===== src/rtl/reducer_accumulator.sv =====
// Reducer-side per-cluster store: sweeps entries to zero, then accumulates point vectors and point
// counts, and serves both to the merger through two independent one-cycle-latency read ports.
module reducer_accumulator #(
  parameter int CENTRE_WIDTH = 32,
  parameter int SUM_WIDTH    = 64,
  parameter int DIMENSION    = 4,
  parameter int BRAM_BITS    = 3
) (
  input  logic                              clock,
  input  logic                              reset_n,
  input  logic                              i_clear,
  input  logic                              i_pt_valid,
  output logic                              o_pt_ready,
  input  logic [BRAM_BITS-1:0]              i_pt_cluster,
  input  logic [CENTRE_WIDTH*DIMENSION-1:0] i_pt_data,
  input  logic                              i_pt_last,
  output logic                              o_acc_done,
  input  logic                              i_ce_sum,
  input  logic [BRAM_BITS-1:0]              i_sum_address,
  output logic [SUM_WIDTH*DIMENSION-1:0]    o_sum_pts,
  input  logic                              i_ce_counter,
  input  logic [BRAM_BITS-1:0]              i_counter_address,
  output logic [31:0]                       o_count_pts
);

  localparam int DEPTH = 2 ** BRAM_BITS;
  localparam logic [BRAM_BITS-1:0] LAST_IDX = BRAM_BITS'(DEPTH - 1);

  typedef enum logic [1:0] {
    S_CLEAR = 2'd0,
    S_ACCUM = 2'd1,
    S_DONE  = 2'd2
  } state_t;

  state_t                                        state_q;
  logic [BRAM_BITS-1:0]                          idx_q;
  logic                                          ready_q;
  logic                                          done_q;
  logic [DEPTH-1:0][DIMENSION-1:0][SUM_WIDTH-1:0] sum_q;
  logic [DEPTH-1:0][31:0]                        count_q;
  logic                                          accept_s;

  function automatic logic [SUM_WIDTH-1:0] sext(input logic [CENTRE_WIDTH-1:0] x);
    return {{(SUM_WIDTH - CENTRE_WIDTH){x[CENTRE_WIDTH-1]}}, x};
  endfunction

  function automatic logic [31:0] sat_inc(input logic [31:0] c);
    return (c == 32'hFFFF_FFFF) ? c : c + 32'd1;
  endfunction

  // A clear request in the same cycle always beats a presented point.
  assign accept_s   = ready_q & i_pt_valid & ~i_clear;
  assign o_pt_ready = ready_q;
  assign o_acc_done = done_q;

  // Control FSM with registered ready/done decodes of the next state
  always_ff @(posedge clock or negedge reset_n) begin
    if (!reset_n) begin
      state_q <= S_CLEAR;
      idx_q   <= '0;
      ready_q <= 1'b0;
      done_q  <= 1'b0;
    end else begin
      case (state_q)
        S_CLEAR: begin
          done_q <= 1'b0;
          if (i_clear) begin
            idx_q   <= '0;
            ready_q <= 1'b0;
          end else if (idx_q == LAST_IDX) begin
            idx_q   <= '0;
            state_q <= S_ACCUM;
            ready_q <= 1'b1;
          end else begin
            idx_q   <= idx_q + 1'b1;
            ready_q <= 1'b0;
          end
        end
        S_ACCUM: begin
          if (i_clear) begin
            state_q <= S_CLEAR;
            idx_q   <= '0;
            ready_q <= 1'b0;
            done_q  <= 1'b0;
          end else if (accept_s && i_pt_last) begin
            state_q <= S_DONE;
            ready_q <= 1'b0;
            done_q  <= 1'b1;
          end else begin
            ready_q <= 1'b1;
            done_q  <= 1'b0;
          end
        end
        S_DONE: begin
          ready_q <= 1'b0;
          if (i_clear) begin
            state_q <= S_CLEAR;
            idx_q   <= '0;
            done_q  <= 1'b0;
          end else begin
            done_q  <= 1'b1;
          end
        end
        default: begin
          state_q <= S_CLEAR;
          idx_q   <= '0;
          ready_q <= 1'b0;
          done_q  <= 1'b0;
        end
      endcase
    end
  end

  // Entry storage: zeroing sweep or single-cycle read-modify-write of one cluster
  always_ff @(posedge clock or negedge reset_n) begin
    if (!reset_n) begin
      sum_q   <= '0;
      count_q <= '0;
    end else if (state_q == S_CLEAR) begin
      sum_q[idx_q]   <= '0;
      count_q[idx_q] <= 32'd0;
    end else if (accept_s) begin
      for (int d = 0; d < DIMENSION; d++) begin
        sum_q[i_pt_cluster][d] <= sum_q[i_pt_cluster][d]
                                  + sext(i_pt_data[d*CENTRE_WIDTH +: CENTRE_WIDTH]);
      end
      count_q[i_pt_cluster] <= sat_inc(count_q[i_pt_cluster]);
    end
  end

  // Merger read ports; registered so data lines up with the merger's registered ce mux
  always_ff @(posedge clock or negedge reset_n) begin
    if (!reset_n) begin
      o_sum_pts   <= '0;
      o_count_pts <= 32'd0;
    end else begin
      if (i_ce_sum) begin
        o_sum_pts <= sum_q[i_sum_address];
      end
      if (i_ce_counter) begin
        o_count_pts <= count_q[i_counter_address];
      end
    end
  end

endmodule


===== config.mk =====
export PLATFORM = sky130hd
export DESIGN_NAME = reducer_accumulator
export DESIGN_NICKNAME = d
export VERILOG_FILES = /design/src/rtl/reducer_accumulator.sv
export SDC_FILE = /design/constraint.sdc
export NUM_CORES = 2
export LEC_CHECK = 0
export CORE_ASPECT_RATIO = 1.5
export CORE_MARGIN = 1.5
export CORE_UTILIZATION = 50
export CTS_CLUSTER_SIZE = 20
export DETAILED_ROUTE_END_ITERATION = 12
export PLACE_DENSITY = 0.67
export SYNTH_ARGS = -nofsm -noshare
export SYNTH_HDL_FRONTEND = slang
export SYNTH_SLANG_ARGS = --single-unit

===== constraint.sdc =====
create_clock -name clock -period 11.4 [get_ports clock]
set_input_delay 3.42 -clock clock [delete_from_list [all_inputs] [get_ports clock]]
set_output_delay 3.42 -clock clock [all_outputs]
set_load 0.02 [all_outputs]

==> impl_summary.md <==
Critical path
The data required time of the worst path is 12.23 ns. The largest driver fanout on the critical path is 32. At the worst endpoint, the arrival time is around 10 ns. The worst register-to-register path has a depth of 15. By startpoint and endpoint, the worst setup path is classified as input port to register. The startpoint of the most critical register-to-register path is sum_q[1088]. The worst register-to-register path ends at sum_q[380]. The startpoint class of the critical path is an input port. The reg-to-reg setup timing slack is 6.17 ns.

The category of the worst setup path capture point is a register.

Synthesis
The number of nets produced by synthesis is ~12k. The top cell type's share of synthesized area is 0.4771. The count of unique library cells instantiated by Yosys is between 80 and 90. Of all flip-flops after synthesis, the portion carrying an async set or reset was 1.000. For this run, the register share of the synthesized area comes to 0.4771. In this run, synthesis inferred 0 flip-flops with an integrated enable. The number of warnings issued by yosys is 0. The instance count of the mapped netlist is roughly 12k. The synthesized netlist occupies a cell area of 136,300 um^2. In this run, synthesis produced a sequential element count of 2,599. The cell accounting for the most synthesized area is sky130_fd_sc_hd__dfrtp_1. After synthesis, the cell types taking the most area are sky130_fd_sc_hd__dfrtp_1, sky130_fd_sc_hd__a22o_1, sky130_fd_sc_hd__mux4_2, sky130_fd_sc_hd__a22oi_1, sky130_fd_sc_hd__clkbuf_1. The predominant post-synthesis flop cell is sky130_fd_sc_hd__dfrtp_1. The post-synthesis average cell area is 11.61 um^2.

Timing
In the final timing run, aggregate negative setup slack is 0 ns. Setup repair after global routing left no endpoint under its margin. Dividing the final minimum period by the clock period gives 0.8470. The clock skew is 0.06248 ns. The actual transition at the worst max-transition pin is 1.437 ns.

The tightest hold path in the finished design has a slack of 0.5029 ns. Setup violations remaining at the end of the flow were counted as 0. The total count of hold-check failures in the final report was 0. The max-slew violation total from the final report is 0. The clock period minus worst slack is 9.656 ns. In this run the tightest slew margin relative to its limit is 0.03859. The maximum clock rate is about 100 MHz.

Routing
The total vias in the final route is between 100k and 150k. The violation count after the first detailed-route iteration is 15.68k. The number of DRC violations after detailed routing is 0. After detailed routing, the number of vias per cell comes to 7.551. The met1 layer wirelength in the final routing is 185.6 mm. The detailed-route wire length per cell is 33.23 um. The uppermost signal routing layer after detailed routing is met5. The met3 wire length is about 57 mm. The sum of met2 wire segment lengths after detailed routing is between 200 and 250 mm.

For this block, the routed nets add up to 508.6 mm of wire. The iteration count of the initial detailed-routing pass is 6. The number of routed nets with antenna violations is 0.

Finish
The number of nets in the layout is 11.97k. The area growth from synthesis to layout is 12.01%. The library cell used most frequently in the layout, excluding fill and tap cells, is sky130_fd_sc_hd__dfrtp_1. In the final layout, the share of cells above drive strength 1 is 0.1182. The utilization after layout is 0.5633. The layout has around 22k filler cells.

In the layout the commonest cells are sky130_fd_sc_hd__dfrtp_1, sky130_fd_sc_hd__a22o_1, sky130_fd_sc_hd__a22oi_1, sky130_fd_sc_hd__mux4_2, sky130_fd_sc_hd__a21oi_1.

Pwr
The switching share of power is 0.3066. The design draws 0.02196 W. The maximum vdd ir drop is 468.7 uV.

The switching component of the power is 0.006735 W. The clock network fraction of design power is 0.418. The internal power contribution is 0.01523 W. Dividing total power by cell area gives a power density of 143.8 nW/um^2.

Of the total power, registers draw 0.430. Summed over all cells, the static leakage comes to 67.92 nW. The share of total power dissipated in combinational logic is 0.153.

Die
The placement row count is between 200 and 250. The I/O pin total is 434. The area of the die is 275,900 um^2.

The die is 642.5 um tall. The placeable core area is 271,100 um^2. In this run the horizontal extent of the chip is 429.4 um.

The initial cell density of the core is 0.5029.

Worst hold path
The path with the worst hold slack has its endpoint at count_q[247]. The min-delay analysis places its worst path in the category register to register. The source of the worst hold timing path is count_q[247]. The worst hold path passes through 2 cells.

GRT
The number of antenna violations at the first check in global routing came to 13. The via count of the first global-routing pass is between 100k and 150k. The global router's overall resource usage is 0.3598.

The total global routing overflow is 0. The largest net degree at the start of global routing is 194. The first global-routing pass estimated 763.8 mm of wire.

Clock tree
The later pin in the worst-skew pair is clocked with a latency of roughly 0.93 ns. The root buffer cell is sky130_fd_sc_hd__clkbuf_16. The number of hold buffers added after cts is 0. TritonCTS built the clock tree. The total clock buffers created by CTS is 270. The number of clock sinks seen by CTS is 2,599. Counting along the longest clock path gives a buffer depth of 4. The number of setup buffers added after CTS is 0. After clock tree synthesis, the clock-pin slew on the worst setup and hold paths is 0.06 ns. The total of cells resized after clock tree synthesis is 0.

The H-tree was split into 5 levels.

Placed design
Input and output buffers added on the ports amount to 433. The final weighted congestion of routability-driven global placement is roughly 0.95. Once detailed placement completed, the half-perimeter wirelength came to around 290 mm.

Outcome
The run finished with clean final reports.

Flow run
The tool flagged a number of max-cap violations equal to 0.
[synth_stat cells, types with 16 or more instances]
cell,count
sky130_fd_sc_hd__xor2_1,93
sky130_fd_sc_hd__a22o_1,1961
sky130_fd_sc_hd__and3_1,42
sky130_fd_sc_hd__o211ai_1,18
sky130_fd_sc_hd__nand3_1,99
sky130_fd_sc_hd__clkbuf_1,958
sky130_fd_sc_hd__ha_1,258
sky130_fd_sc_hd__mux4_2,621
sky130_fd_sc_hd__o21bai_1,72
sky130_fd_sc_hd__or3_1,18
sky130_fd_sc_hd__a32o_1,16
sky130_fd_sc_hd__a21oi_1,621
sky130_fd_sc_hd__o31ai_1,34
sky130_fd_sc_hd__a211oi_1,28
sky130_fd_sc_hd__mux2i_1,337
sky130_fd_sc_hd__buf_1,139
sky130_fd_sc_hd__inv_1,66
sky130_fd_sc_hd__and2_1,28
sky130_fd_sc_hd__a22oi_1,1064
sky130_fd_sc_hd__a31oi_1,33
sky130_fd_sc_hd__nor2_1,483
sky130_fd_sc_hd__a221oi_1,25
sky130_fd_sc_hd__xnor2_1,159
sky130_fd_sc_hd__a21o_1,175
sky130_fd_sc_hd__nand2_1,552
sky130_fd_sc_hd__nand2b_1,35
sky130_fd_sc_hd__nor3_1,61
sky130_fd_sc_hd__nor2b_1,31
sky130_fd_sc_hd__dfrtp_1,2599
sky130_fd_sc_hd__o21a_1,33
sky130_fd_sc_hd__nand4_1,342
sky130_fd_sc_hd__o21ai_0,456
sky130_fd_sc_hd__mux2_2,24
[power groups by stage]
stage               Clock [W]  Sequential, W  Combinational [W]
floorplan                   0        0.00966            0.00150
global placement            0        0.00960            0.00322
detailed placement          0        0.00960            0.00324
CTS                   0.00924        0.00943            0.00325
global route          0.00960        0.00944            0.00341
finish                0.00917        0.00944            0.00336
[worst max-delay path, stage by stage]
cell	delay, ns
sky130_fd_sc_hd__clkdlybuf4s50_1	0.82
sky130_fd_sc_hd__nand2_1	0.33
sky130_fd_sc_hd__nor2_4	0.82
sky130_fd_sc_hd__buf_12	0.25
sky130_fd_sc_hd__buf_12	0.27
sky130_fd_sc_hd__a22oi_1	0.15
sky130_fd_sc_hd__nand4_1	0.15
sky130_fd_sc_hd__ha_1	0.22
sky130_fd_sc_hd__o21ai_0	0.09
sky130_fd_sc_hd__o21a_1	0.27
sky130_fd_sc_hd__o31a_1	0.35
sky130_fd_sc_hd__o311ai_0	0.61
sky130_fd_sc_hd__buf_4	0.25
sky130_fd_sc_hd__a311oi_1	0.17
sky130_fd_sc_hd__o31ai_1	0.53
sky130_fd_sc_hd__a221o_1	0.28
sky130_fd_sc_hd__a21o_1	0.61
sky130_fd_sc_hd__xor2_1	0.56
sky130_fd_sc_hd__a22o_1	0.26
[worst max path at each step]
stage	from	to	slack, ns	cells past startpoint
final	i_pt_cluster[1]	sum_q[1771]	1.74	19
after global routing	i_pt_cluster[1]	sum_q[1515]	1.64	19
after CTS	i_pt_cluster[1]	sum_q[1771]	2.09	19
after detailed placement	i_pt_cluster[1]	sum_q[1771]	1.17	19
after global placement	i_pt_cluster[1]	sum_q[1003]	1.31	19
after floorplan	i_pt_cluster[0]	sum_q[1074]	2.61	24
[final cells by class]
class | count | area, um^2 | area share
Inverter | 66 | 247.7 | 0.001622
Tap cell | 3540 | 4429 | 0.02901
Sequential cell | 2599 | 65040 | 0.4259
Antenna cell | 8 | 20.02 | 0.0001311
Multi-Input combinational cell | 7952 | 66980 | 0.4386
Clock buffer | 367 | 7736 | 0.05066
Timing Repair Buffer | 677 | 7099 | 0.04649
Clock inverter | 96 | 1155 | 0.007563
[metal layers]
| layer | global-route usage | up-vias |
|---|---|---|
| met4 | 0.2230 | 10 |
| met5 | 0 | - |
| met3 | 0.08542 | 2087 |
| met2 | 0.5549 | 8802 |
| met1 | 0.4587 | 58700 |
| li1 | - | 45980 |
[metrics by stage]
step           worst slack [ns]  cell area (um^2)  cells
3_5_place_dp              1.173            143800  14830
2_1_floorplan             2.612            136300  11740
3_3_place_gp              1.311            143800  14830
6_report                  1.744            152700  15310
5_1_grt                   1.641            152700  15300
4_1_cts                   2.086            152700  15300
[sequential cells by signal (all words and copies together), names as in the netlist]
register / flops
o_acc_done: 1
o_pt_ready: 1
idx_q: 3
state_q: 2
sum_q: 2048
count_q: 256
o_sum_pts: 256
o_count_pts: 32
[logic make-up after synthesis]
| group | synth area share |
|---|---|
| AOI/OAI and AO/OA | 0.2570 |
| xor gates and xnor gates | 0.01655 |
| adders and majority gates | 0.02427 |
| buffers and inverters | 0.03322 |
| DFF | 0.4771 |
| muxes | 0.1293 |
| and+or+nand+nor | 0.06263 |
(Power assumes the default switching activity.)
